$ cat src/rtl/event_out_fifo.sv
// event_out_fifo: buffers granted arbiter events for the readout link.
// Optional EVT_TIMESTAMP_EN prepends a TS_W-bit cycle timestamp to each word.
module event_out_fifo #(
    parameter int WIDTH = 12,
    parameter int DEPTH = 16,
    parameter int TS_W  = 16,
`ifdef EVT_TIMESTAMP_EN
    localparam int OW   = TS_W + WIDTH,
`else
    localparam int OW   = WIDTH + (TS_W * 0),
`endif
    localparam int PW   = $clog2(DEPTH),
    localparam int LW   = $clog2(DEPTH + 1)
) (
    input  logic          clk_i,
    input  logic          reset_i,
    input  logic          enable_i,
    input  logic          evt_valid_i,
    input  logic [WIDTH-1:0] evt_data_i,
    input  logic          out_ready_i,
    output logic          out_valid_o,
    output logic [OW-1:0] out_data_o,
    output logic [LW-1:0] level_o,
    output logic          full_o,
    output logic          empty_o,
    output logic          overflow_o
);

    logic [OW-1:0] mem_q [DEPTH];
    logic [OW-1:0] mem_d [DEPTH];
    logic [PW-1:0] wr_ptr_q, wr_ptr_d;
    logic [PW-1:0] rd_ptr_q, rd_ptr_d;
    logic [LW-1:0] level_q, level_d;
    logic          overflow_q, overflow_d;
    logic          wr_req, push, pop;
    logic [OW-1:0] wr_word;

    assign level_o     = level_q;
    assign empty_o     = (level_q == '0);
    assign full_o      = (level_q == LW'(DEPTH));
    assign out_valid_o = ~empty_o;
    assign out_data_o  = empty_o ? '0 : mem_q[rd_ptr_q];
    assign overflow_o  = overflow_q;

`ifdef EVT_TIMESTAMP_EN
    logic [TS_W-1:0] ts_q, ts_d;

    // Free-running timestamp, frozen while capture is disabled
    always_comb begin
        ts_d    = enable_i ? ts_q + TS_W'(1) : ts_q;
        wr_word = {ts_q, evt_data_i};
    end

    // Timestamp register
    always_ff @(posedge clk_i) begin
        if (reset_i) ts_q <= '0;
        else         ts_q <= ts_d;
    end
`else
    assign wr_word = evt_data_i;
`endif

    // Push/pop decisions, storage write, pointer and level update
    always_comb begin
        wr_req     = evt_valid_i & enable_i;
        push       = wr_req & ~full_o;
        pop        = out_valid_o & out_ready_i;
        mem_d      = mem_q;
        wr_ptr_d   = wr_ptr_q;
        rd_ptr_d   = rd_ptr_q;
        level_d    = level_q;
        overflow_d = overflow_q | (wr_req & full_o);
        if (push) begin
            mem_d[wr_ptr_q] = wr_word;
            wr_ptr_d        = wr_ptr_q + PW'(1);
        end
        if (pop) begin
            rd_ptr_d = rd_ptr_q + PW'(1);
        end
        unique case ({push, pop})
            2'b10:   level_d = level_q + LW'(1);
            2'b01:   level_d = level_q - LW'(1);
            default: level_d = level_q;
        endcase
    end

    // State registers; reset clears contents so out_data_o reads zero
    always_ff @(posedge clk_i) begin
        if (reset_i) begin
            for (int i = 0; i < DEPTH; i++) mem_q[i] <= '0;
            wr_ptr_q   <= '0;
            rd_ptr_q   <= '0;
            level_q    <= '0;
            overflow_q <= 1'b0;
        end else begin
            mem_q      <= mem_d;
            wr_ptr_q   <= wr_ptr_d;
            rd_ptr_q   <= rd_ptr_d;
            level_q    <= level_d;
            overflow_q <= overflow_d;
        end
    end

endmodule

$ cat config.mk
export PLATFORM = sky130hd
export DESIGN_NAME = event_out_fifo
export DESIGN_NICKNAME = d
export VERILOG_FILES = /design/src/rtl/event_out_fifo.sv
export SDC_FILE = /design/constraint.sdc
export NUM_CORES = 1
export LEC_CHECK = 0
export ABC_AREA = 1
export BUFFER_PORTS_ARGS = -buffer_cell sky130_fd_sc_hd__buf_2
export CAP_MARGIN = 15
export CORE_ASPECT_RATIO = 1.2
export CORE_MARGIN = 1
export CORE_UTILIZATION = 30
export DETAILED_ROUTE_END_ITERATION = 12
export GPL_TIMING_DRIVEN = 0
export SYNTH_ARGS = -nofsm -noshare
export SYNTH_HDL_FRONTEND = slang
export SYNTH_SLANG_ARGS = --single-unit
$ cat constraint.sdc
create_clock -name clk_i -period 5.3 [get_ports clk_i]
set_input_delay 0.795 -clock clk_i [delete_from_list [all_inputs] [get_ports clk_i]]
set_output_delay 0.795 -clock clk_i [all_outputs]
set_load 0.05 [all_outputs]
==> impl_metrics.py <==
metrics = {
    "outcome": {
        "outcome": "complete, no violations",
    },
    "clocking": {
        "path_clk_slew_ns": 0.06,
        "clkLatencyLatePin_ns": 0.52,
        "holdBufCountCts": 0,
        "cts_resized": 0,
        "tritoncts": "done",
        "root_buffer": "clkbuf_16",
        "cts-htree-levels": 1,
        "cts_buffers": 23,
        "cts_buffer_depth": 3,
        "post_cts_buffers": 0,
        "numClockSinks": 206,
    },
    "sta": {
        "rsz0062_at_grt": "false",
        "fmax_mhz": 263,
        "period_needed_ns": 3.80,
        "finalMaxSlewViolations": 0,
        "fin_setup_tns_ns": 0,
        "setup_viol": 0,
        "worstMarginPinSlew_ns": 1.13,
        "hold_viol": 0,
        "clock_skew_ns": 0.0189,
        "post-route-period-util": 0.717,
        "relSlewSlack": 0.249,
    },
    "min_path": {
        "hp-start": "mem_q[77]",
        "worstHoldPathType": "register to register",
    },
    "synth": {
        "yosysSeqAreaShare": 0.400,
        "syn_area_per_cell_um2": 7.05,
        "synth.net_count": 1489,
        "ys_ff_latch": 206,
        "yosys_warnings": 0,
        "syn_inst": 1463,
        "netlist_area_um2": 10300,
        "yosysUniqueCellTypes": 28,
    },
    "setup_path": {
        "path_class": "register to output port",
        "critPathLaunch": "rd_ptr_q[0]",
        "critPathRequiredTime_ns": 4.51,
        "timing.rr.start": "level_o[0]",
        "worst_ep_arrival_time_ns": 3.01,
        "cp_max_fo": 10,
        "end_kind": "output port",
        "start_kind": "register",
    },
    "die": {
        "fp-row-count": 74,
        "die_h_um": 205,
        "start_util": 0.304,
        "core_um2": 34000,
        "pin_count": 38,
        "die_area_um2": 35100,
        "die_w_um": 171,
    },
    "global_routing": {
        "antenna_found_initial": 1,
        "grt_pass1_vias": 9799,
        "overflow": 0,
        "grt_use_total": 0.219,
        "grt_start_max_net_pins": 14,
        "grt_pass1_wl_um": 58000,
    },
    "routing": {
        "vias": 10332,
        "routed_via_density": 5.21,
        "wl_um": 38100,
        "firstDrtPassIters": 5,
        "initialDrtViolationCount": 862,
        "drc": 0,
        "post_drt_wl_per_cell_um": 19.2,
        "antenna_left": 0,
    },
    "power_and_ir_drop": {
        "ir_drop_mv": 0.224,
        "p_per_area_nw_per_um2": 427,
        "leakage_nw": 3.94,
    },
    "layout": {
        "final_common_cell": "nand2_1",
        "diodes": 0,
        "area_delta_synth_final_pct": 14.4,
        "multi_input_area_um2": 5300,
        "layout_common_cells": "nand2_1 (475), nand3_1 (299), dfxtp_1 (206), a21oi_1 (176), buf_2 (67)",
        "fillCellCount": 3645,
        "utilization": 0.348,
        "drive_gt1_frac": 0.144,
        "stdcell_area_um2": 11800,
        "nets": 1538,
        "seqCellArea_um2": 4120,
    },
    "placement": {
        "portBuffers": 24,
        "dp.final_hpwl_um": 27700,
        "gp_congestion": 0.976,
        "placed_area_um2": 11000,
    },
    "run": {
        "maxCapViolCount": 0,
    },
}
==> state kept, by name (all words and copies together) (netlist names) <==
register	flops
rd_ptr_q	4
wr_ptr_q	4
overflow_o	1
mem_q	192
level_o	5
==> where the power goes <==
part | internal [mW] | leakage [nW] | switching [mW] | total, mW
clock network | 1.04 | 0.399 | 0.667 | 1.70
registers | 1.59 | 1.66 | 0.0341 | 1.62
logic | 0.389 | 1.88 | 1.33 | 1.72
==> synthesized netlist by cell type, drive strengths merged <==
library cell | instances | area, um2
xor2 | 5 | 43.8
dfxtp | 206 | 4120
nand3 | 344 | 1950
nor2 | 23 | 88.8
inv | 31 | 119
a21oi | 216 | 1230
buf | 79 | 548
nand2 | 476 | 1790
o21ai | 7 | 35.0
clkbuf | 62 | 234
nand3b | 1 | 7.51
ha | 9 | 113
xnor2 | 1 | 8.76
nand4 | 2 | 18.8
o21bai | 1 | 7.51
==> per-stage QoR <==
stage | power, mW | cells | hold WS [ns] | worst slack, ns
after floorplan | 2.72 | 1463 | 0.439 | 1.76
after global placement | 3.32 | 1943 | 0.447 | 2.16
after detailed placement | 3.32 | 1943 | 0.451 | 2.16
after CTS | 5.01 | 1984 | 0.461 | 1.61
after global routing | 5.19 | 1984 | 0.470 | 1.40
final | 5.04 | 1984 | 0.460 | 1.50
==> kinds of logic (layout without fill, tap and decap cells) <==
| family | after synthesis | after routing | synth area share |
|---|---|---|---|
| XOR/XNOR | 6 | 6 | 0.00509 |
| flip-flops | 206 | 206 | 0.400 |
| buffers and inverters | 172 | 237 | 0.0873 |
| AO/OA/AOI/OAI | 224 | 224 | 0.123 |
| AND/OR/NAND/NOR | 846 | 846 | 0.374 |
| adder cells (fa/ha/maj) | 9 | 9 | 0.0109 |
==> critical path, stage by stage, from the launching register on <==
cell and delay (ns):
dfxtp_1 0.32, buf_2 0.16, inv_2 0.11, clkbuf_1 0.61
nand2_1 0.11, nand3_1 0.16, nand3_1 0.09, nand2_1 0.15
nand2_1 0.15, a21oi_1 0.29, buf_2 0.33
==> final timing paths <==
check / to / slack [ns] / cells past startpoint
max: out_data_o[4] / 1.50 / 10
max reg2reg: level_o[4] / 2.86 / 16
min: mem_q[77] / 0.46 / 2
min reg2reg: mem_q[77] / 0.46 / 2
==> area by class of cell <==
cell class / count / area share
buffer: 141 / 0.0662
clock buffer: 33 / 0.0579
clock inverter: 8 / 0.00975
inverter: 31 / 0.0101
multi-input combinational: 1085 / 0.448
sequential: 206 / 0.349
tap: 456 / 0.0483
timing repair buffer: 24 / 0.0102
==> per-layer routing <==
metal	vias up	track usage	share of wire
li1	4945	-	-
met1	4837	0.272	0.41
met2	422	0.358	0.46
met3	126	0.0344	0.069
met4	2	0.124	0.059
met5	-	0	0.00034
Note: power is estimated with default switching activity, not from simulation.
